--- config.mk ---
export PLATFORM = sky130hd
export DESIGN_NAME = cskip_adder_pipe
export DESIGN_NICKNAME = d
export VERILOG_FILES = /design/src/rtl/cskip_pkg.sv /design/src/rtl/cskip_segment.sv /design/src/rtl/cskip_adder_pipe.sv
export SDC_FILE = /design/constraint.sdc
export NUM_CORES = 1
export LEC_CHECK = 0
export BUFFER_PORTS_ARGS = -buffer_cell sky130_fd_sc_hd__buf_2
export CELL_PAD_IN_SITES_DETAIL_PLACEMENT = 1
export CELL_PAD_IN_SITES_GLOBAL_PLACEMENT = 2
export CORE_MARGIN = 2
export CORE_UTILIZATION = 25
export CTS_CLUSTER_SIZE = 30
export DETAILED_ROUTE_END_ITERATION = 6
export PLACE_DENSITY_LB_ADDON = 0.1
export SETUP_SLACK_MARGIN = 0.15
export SYNTH_ARGS = -nofsm -noshare
export SYNTH_HDL_FRONTEND = slang
export SYNTH_HIERARCHICAL = 1
export SYNTH_SLANG_ARGS = --single-unit
--- constraint.sdc ---
create_clock -name clk -period 5.83 [get_ports clk]
set_input_delay 0.2915 -clock clk [delete_from_list [all_inputs] [get_ports clk]]
set_output_delay 0.2915 -clock clk [all_outputs]
set_load 0.01 [all_outputs]
--- src/rtl/cskip_pkg.sv ---
// Shared helpers for the pipelined carry-skip adder.
// Segment count/width functions and default sizes.
package cskip_pkg;

    localparam int WIDTH_DEF = 26;
    localparam int SEG_DEF   = 8;
    localparam int SKIP_DEF  = 4;

    function automatic int nseg(input int width, input int seg);
        return (width + seg - 1) / seg;
    endfunction

    // Last segment carries the remainder bits.
    function automatic int seg_w(input int k, input int width, input int seg);
        int rem;
        rem = width - k * seg;
        return (rem < seg) ? rem : seg;
    endfunction

endpackage

--- src/rtl/cskip_segment.sv ---
// Combinational carry-skip adder for one pipeline segment.
// Ports: a, b (W bits), ci in; s (W bits), co, c_msb (carry into bit W-1) out.
module cskip_segment
    import cskip_pkg::*;
#(
    parameter int W    = 8,
    parameter int SKIP = 4
) (
    input  logic [W-1:0] a,
    input  logic [W-1:0] b,
    input  logic         ci,
    output logic [W-1:0] s,
    output logic         co,
    output logic         c_msb
);

    logic carry;
    logic bcin;
    logic prop;

    // Ripple inside each block; block carry-out bypasses the ripple
    // when every bit of the block propagates.
    always_comb begin
        s     = '0;
        c_msb = ci;
        carry = ci;
        bcin  = ci;
        prop  = 1'b1;
        for (int i = 0; i < W; i++) begin
            if (i % SKIP == 0) begin
                bcin = carry;
                prop = 1'b1;
            end
            prop = prop & (a[i] ^ b[i]);
            s[i] = a[i] ^ b[i] ^ carry;
            if (i == W - 1) c_msb = carry;
            carry = (a[i] & b[i]) | (carry & (a[i] ^ b[i]));
            if ((i % SKIP == SKIP - 1) || (i == W - 1))
                carry = prop ? bcin : carry;
        end
        co = carry;
    end

endmodule

--- src/rtl/cskip_adder_pipe.sv ---
// Pipelined carry-skip adder: one segment per stage, valid/ready on both sides.
// Ports: clk, rst (sync, active-high), in_valid/in_ready, a, b, cin,
// out_valid/out_ready, sum, cout; ovf only when CSKIP_OVF_EN is defined.
module cskip_adder_pipe
    import cskip_pkg::*;
#(
    parameter int WIDTH = WIDTH_DEF,
    parameter int SEG   = SEG_DEF,
    parameter int SKIP  = SKIP_DEF
) (
    input  logic             clk,
    input  logic             rst,
    input  logic             in_valid,
    output logic             in_ready,
    input  logic [WIDTH-1:0] a,
    input  logic [WIDTH-1:0] b,
    input  logic             cin,
    output logic             out_valid,
    input  logic             out_ready,
    output logic [WIDTH-1:0] sum,
    output logic             cout
`ifdef CSKIP_OVF_EN
   ,output logic             ovf
`endif
);

    localparam int NSEG = nseg(WIDTH, SEG);

    if (SKIP < 1 || SKIP > SEG || WIDTH < 1) begin : g_bad_cfg
        $error("cskip_adder_pipe: illegal WIDTH/SEG/SKIP");
    end

    logic adv;

    logic             v_q [NSEG];
    logic [WIDTH-1:0] a_q [NSEG];
    logic [WIDTH-1:0] b_q [NSEG];
    logic [WIDTH-1:0] s_q [NSEG];
    logic             c_q [NSEG];

    // Global stall: every stage moves together.
    assign adv      = !out_valid || out_ready;
    assign in_ready = adv && !rst;

`ifdef CSKIP_OVF_EN
    logic cm_last;
    logic co_last;
`endif

    for (genvar k = 0; k < NSEG; k++) begin : g_stg
        localparam int LO = k * SEG;
        localparam int SW = seg_w(k, WIDTH, SEG);

        logic             sv;
        logic [WIDTH-1:0] sa;
        logic [WIDTH-1:0] sb;
        logic [WIDTH-1:0] ss;
        logic             sc;
        logic [SW-1:0]    seg_s;
        logic             seg_co;
        logic             seg_cm;
        logic             unused_cm;
        logic [WIDTH-1:0] nxt_s;

        if (k == 0) begin : g_src
            assign sv = in_valid;
            assign sa = a;
            assign sb = b;
            assign ss = '0;
            assign sc = cin;
        end else begin : g_src
            assign sv = v_q[k-1];
            assign sa = a_q[k-1];
            assign sb = b_q[k-1];
            assign ss = s_q[k-1];
            assign sc = c_q[k-1];
        end

        cskip_segment #(
            .W    (SW),
            .SKIP (SKIP)
        ) u_seg (
            .a     (sa[LO +: SW]),
            .b     (sb[LO +: SW]),
            .ci    (sc),
            .s     (seg_s),
            .co    (seg_co),
            .c_msb (seg_cm)
        );

        assign unused_cm = seg_cm;

`ifdef CSKIP_OVF_EN
        if (k == NSEG - 1) begin : g_last
            assign cm_last = seg_cm;
            assign co_last = seg_co;
        end
`endif

        always_comb begin
            nxt_s            = ss;
            nxt_s[LO +: SW]  = seg_s;
        end

        always_ff @(posedge clk) begin
            if (rst) begin
                v_q[k] <= 1'b0;
                a_q[k] <= '0;
                b_q[k] <= '0;
                s_q[k] <= '0;
                c_q[k] <= 1'b0;
            end else if (adv) begin
                v_q[k] <= sv;
                a_q[k] <= sa;
                b_q[k] <= sb;
                s_q[k] <= nxt_s;
                c_q[k] <= seg_co;
            end
        end
    end

    // Operand copies out of the final stage have no consumer.
    logic unused_ab;
    assign unused_ab = ^{a_q[NSEG-1], b_q[NSEG-1]};

    assign out_valid = v_q[NSEG-1];
    assign sum       = s_q[NSEG-1];
    assign cout      = c_q[NSEG-1];

`ifdef CSKIP_OVF_EN
    // Signed overflow registered alongside the final sum stage.
    always_ff @(posedge clk) begin
        if (rst)
            ovf <= 1'b0;
        else if (adv)
            ovf <= cm_last ^ co_last;
    end
`endif

endmodule

==> impl_metrics.toml, run 1 <==
[drt]
ant_nets = 0
drc_errors = 0
postRouteWirelength_mm = 13.1
drt_iter0_drc = 165
via_per_inst = 3.93
wl_per_cell_um = 15.0
vias = 3449
drt_pass1_iterations = 4

[timing]
period_share = 0.724
max_slew_margin = 0.399
tightestPinTransition_ns = 0.901
final.setup.tns_ns = 0
rsz0062_at_grt = "false"
worst_slack_ns = 1.61
hold_viol_final = 0
fmaxAchievable_mhz = 237
final.min_clock_period_ns = 4.22
skew_ns = 0.00810
slew_viol_final = 0
setup_viol = 0

[place]
placed_area_mm2 = 0.00768
dp_hpwl_mm = 8.03
place.gp.congestion = 0.733
dpl_worst_slack_ns = 1.55
io_buffer_count = 85
dp_cells = 845

[worst_setup_path]
cp_max_fo = 2
startpoint_type = "flop"
reg2reg_depth = 15
rr_startpoint = "a_q[0][42]"
r2r_slack_ns = 1.61
reg2reg_to = "c_q[2]"
arrival_ns = 4.34
required_ns = 5.95
crit_type = "flop to flop"
end_kind = "flop"

[run_status]
outcome = "finished clean"

[cells_and_area]
n_antenna_cell = 0
instances_no_fill = 877
drive_gt1_frac = 0.374
fin_area_mm2 = 0.00822
final_common_cell = "edfxtp_1"
syn2layout_area_growth_pct = 18.4
mostFrequentLayoutCells = "edfxtp_1 (142), buf_2 (84), nor3b_1 (83)"
fillers = 2839
layout.nets = 601

[pwr]
p_per_area_mw_per_mm2 = 293
irDropWorstVdd_mv = 0.189
power_leakage_nw = 3.38

[clock_network]
clock_latency_ns = 0.41
cts_tree = "done"
h-tree-depth = 4
ctsHoldBuffers = 0
cts_sinks = 142
cts_buffer_depth = 2
clk_pin_slew_ns = 0.06
cts_setup_buffers = 0
cts_root_buf = "clkbuf_16"
postCtsResizedCells = 0
numCtsBuffers = 17

[logic_synthesis]
yosysSeqAreaShare = 0.614
synth_cell_type_count = 16
syn_nets = 524
synth.top_cell.area_share = 0.614
mappedNetlistArea_mm2 = 0.00694
yosysTopAreaCell = "edfxtp_1"
ys_ff_latch = 142
synthTopCellsByArea = "edfxtp_1 (61%), nor3b_2 (11%), nor3b_1 (9.0%), fa_1 (7.5%), ha_1 (4.7%)"
synth_warnings = 6
synth.avg_cell_area_um2 = 16.7
synthCells = 415

[die]
initial_utilization = 0.256
rows = 60
core-area_mm2 = 0.0271
ioPinCount = 86
fp.dieH_um = 171
die_area_mm2 = 0.0291
fp.dieW_um = 171

[hold_path]
min_to = "a_q[0][24]"
min_from = "a[24]"
whs_path_depth = 2
hold_class = "primary input to flop"

[global_routing]
grt_max_degree = 79
antenna_found_initial = 0
grt_use_total = 0.0983
grt_pass1_wl_mm = 21.7
overflow = 0
grt_pass1_vias = 3945

[flow_run]
max_cap_violations = 0
[report_power, final]
group | leakage (nW) | internal [mW] | switching, mW | total (mW)
registers | 1.69 | 1.20 | 0.0247 | 1.22
clock network | 0.254 | 0.548 | 0.447 | 0.994
logic | 1.45 | 0.0952 | 0.0929 | 0.188
total | 3.38 | 1.84 | 0.564 | 2.41
[metrics by stage]
stage | hold slack (ns) | power (mW) | util
after global routing | 0.190 | 2.53 | 0.303
after detailed placement | 0.557 | 1.44 | 0.284
after global placement | 0.543 | 1.44 | 0.284
final | 0.202 | 2.41 | 0.303
after CTS | 0.178 | 2.46 | 0.303
after floorplan | 0.531 | 1.37 | -
[worst max path at each step]
stage	start	end	slack, ns	cells past startpoint
2_1_floorplan	v_q[3]	a_q[0][10]	1.24	4
3_3_place_gp	a[0]	c_q[0]	1.65	16
3_5_place_dp	b[0]	c_q[0]	1.55	16
4_1_cts	a_q[0][42]	c_q[2]	1.58	15
5_1_grt	a_q[0][8]	c_q[1]	1.42	15
6_report	a_q[0][42]	c_q[2]	1.61	15
[cells in the mapped netlist, drive strengths merged]
master    n
edfxtp  142
nor3b   142
inv      30
fa       26
ha       26
buf      24
clkbuf    8
mux2      7
nand4     6
nand2     1
nand2b    1
nor2      1
nor2b     1
[logic make-up (layout without fill, tap and decap cells)]
logic type	after synthesis	count (layout)	share of synthesized area
and+or+nand+nor	152	152	0.204
DFF	142	142	0.614
buffers and inverters	62	152	0.0460
adders and majority gates	52	52	0.122
muxes	7	7	0.0135
[final cells by class]
| cell class | count | area, µm² | area share |
|---|---|---|---|
| clock inverters | 15 | 110 | 0.0134 |
| repair buffers | 90 | 469 | 0.0571 |
| clock buffers | 17 | 425 | 0.0518 |
| inverters | 30 | 113 | 0.0137 |
| flip-flops and latches | 142 | 4260 | 0.519 |
| multi-input cells | 211 | 2370 | 0.289 |
| well taps | 372 | 465 | 0.0566 |
[critical path, cell delays in order (launching register included)]
cell and delay [ns]:
edfxtp_1 0.41, inv_1 0.10, fa_1 0.17, inv_1 0.05, fa_1 0.38, fa_1 0.39
fa_1 0.37, mux2_4 0.29, fa_1 0.39, fa_1 0.37, inv_1 0.08, fa_1 0.16
inv_1 0.05, fa_1 0.34, mux2_2 0.26, nor3b_1 0.14
[registers in the layout (all words and copies together) (netlist names)]
register / count
b_q: 30
c_q: 4
v_q: 4
a_q: 30
s_q: 74
[routing by layer]
layer	up-vias	part of all wire	routed length (µm)	track usage
met5	-	0	0	0
met2	69	0.44	5830	0.149
met1	1715	0.50	6630	0.134
met3	8	0.039	517	0.0287
li1	1657	-	-	-
met4	0	0.011	146	0.0334
No activity file was read; power rests on OpenSTA's default activity.
==> run 2: changes to the inputs <==
clock period = 3.39 ns   (was 5.83 ns; I/O delays follow)
==> run 2 against run 1 <==
  * The run now ends with negative setup slack left
  * Critical endpoint is now c_q[1]
  * Core utilization rose by 0.92 points
  * Final area rose by 3.0%
  * First-iteration DRC count rose by 15%
  * Global-route usage fell by 0.20 points
  * Critical path type unchanged
  * Cell count rose by 1.3%
  * Combinational power rose by 89%
  * Sequential share of layout area fell by 1.5 points
  * Flip-flop and latch count did not move
==> impl_metrics.toml, run 2 (synthesis results as in run 1) <==
[run_status]
outcome = "complete, but fails checks"
violations = "negative setup slack"

[cells_and_area]
multi_input_area_mm2 = 0.00244
instances_no_fill = 888
regArea_mm2 = 0.00426
syn2layout_area_growth_pct = 22.0
largest-register = "s_q"
final_common_cell = "edfxtp_1"
layout.nets = 612
reg_top3 = "s_q: 74 flops, a_q: 30 flops, b_q: 30 flops"
n_antenna_cell = 0
largest_reg_flops = 74
fillers = 2813
drive_gt1_frac = 0.444
mostFrequentLayoutCells = "edfxtp_1 (142), buf_2 (84), nor3b_1 (80)"
fin_area_mm2 = 0.00847

[worst_setup_path]
critPathSlowestCell = "edfxtp_1"
path_depth = 15
reg2reg_depth = 15
startpoint_type = "flop"
critPathLaunch = "c_q[0]"
rr_startpoint = "c_q[0]"
cp_common_cell = "fa_2"
crit_family = "adder cells"
arrival_ns = 4.14
required_ns = 3.52
cp_max_fo = 2
cpPeakStageDelay_ns = 0.45
crit_path_cell_trace = "inv_2, fa_2, inv_2, fa_2, fa_2, fa_2, mux2_4, fa_2, fa_2, inv_2, fa_1, inv_1, fa_2, mux2_2, nor3b_2"
end_kind = "flop"
crit_type = "flop to flop"
path_buf_inv = 4

[drt]
drt_iter0_drc = 189
drt_pass1_iterations = 4
drc_errors = 0
wl_per_cell_um = 14.8
via_per_inst = 3.97
vias = 3529
postRouteWirelength_mm = 13.1
ant_nets = 0

[clock_network]
h-tree-depth = 4
clock_latency_ns = 0.41
cts_buffer_depth = 2
ctsHoldBuffers = 0
cts_sinks = 142
cts_tree = "done"
numCtsBuffers = 17
clk_pin_slew_ns = 0.07
cts_root_buf = "clkbuf_16"

[place]
placed_area_mm2 = 0.00785
dpl_worst_slack_ns = -0.658
place.gp.congestion = 0.707
dp_cells = 854
dp_hpwl_mm = 7.68
io_buffer_count = 85

[pwr]
total_power_mw = 4.34
p_per_area_mw_per_mm2 = 512
irDropWorstVdd_mv = 0.258
power_leakage_nw = 3.47

[hold_path]
hold_class = "primary input to flop"
min_from = "a[21]"
whs_path_depth = 2

[global_routing]
grt_pass1_vias = 4013
overflow = 0
antenna_found_initial = 0
grt_use_total = 0.0963
grt_pass1_wl_mm = 21.5
grt_max_degree = 144

[timing]
final.min_clock_period_ns = 4.01
fmaxAchievable_mhz = 249
worst_slack_ns = -0.620
period_share = 1.18
skew_ns = 0.00808
rsz0062_at_grt = "true"
tightestPinTransition_ns = 0.831
setup_viol = 8
hold_viol_final = 0
max_slew_margin = 0.446
slew_viol_final = 0

[die]
fp.dieH_um = 171
initial_utilization = 0.256
core-area_mm2 = 0.0271
die_area_mm2 = 0.0291
rows = 60
ioPinCount = 86
fp.dieW_um = 171

[flow_run]
max_cap_violations = 0
## run 2: what timing repair did
action | CTS | global route
gates resized for setup | 4 | 4
cloned | 0 | 0
setup endpoints to repair | 9 | 10
pin swaps | 0 | 0
buffers inserted | 1 | 1
## run 2: where the power goes
part / switching (mW) / leakage, nW / internal [mW]
Clock: 0.781 / 0.286 / 1.10
Sequential: 0.0432 / 1.69 / 2.06
Combinational: 0.169 / 1.50 / 0.187
Total: 0.993 / 3.47 / 3.34
## run 2: final cells by class
class | count | area share
multi-input combinational | 211 | 0.288
sequential | 142 | 0.503
clock buffer | 17 | 0.0502
inverter | 30 | 0.0133
timing repair buffer | 101 | 0.0710
tap | 372 | 0.0549
clock inverter | 15 | 0.0191
## run 2: worst reg2reg max path: cells and delay by family (launching register included)
kind	cells	cell delay (ns)
AND/OR/NAND/NOR	1	0.15
buffers and inverters	4	0.23
multiplexers	2	0.55
adder cells (fa/ha/maj)	8	2.35
flip-flops	1	0.45
## run 2: final timing paths
check | slack, ns | endpoint
worst min-delay path | 0.08 | a_q[0][21]
worst max-delay path | -0.62 | c_q[1]
worst max register to register | -0.62 | c_q[1]
worst min register to register | 0.56 | s_q[3][1]
## run 2: through the flow
step / TNS (ns) / hold WS [ns] / utilization
final: -2.42 / 0.0787 / 0.313
after global routing: -3.31 / 0.0782 / 0.313
after CTS: -2.60 / 0.0603 / 0.312
after detailed placement: -3.47 / 0.504 / 0.290
after global placement: -3.04 / 0.507 / 0.290
after floorplan: -1.49 / 0.409 / -
## run 2: layer usage
layer,up-vias,part of all wire,wire (µm),GRT usage
met5,-,0,0,0
met4,0,0.011,139,0.0346
met3,10,0.039,510,0.0259
met2,68,0.46,6070,0.152
met1,1762,0.49,6420,0.127
li1,1689,-,-,-
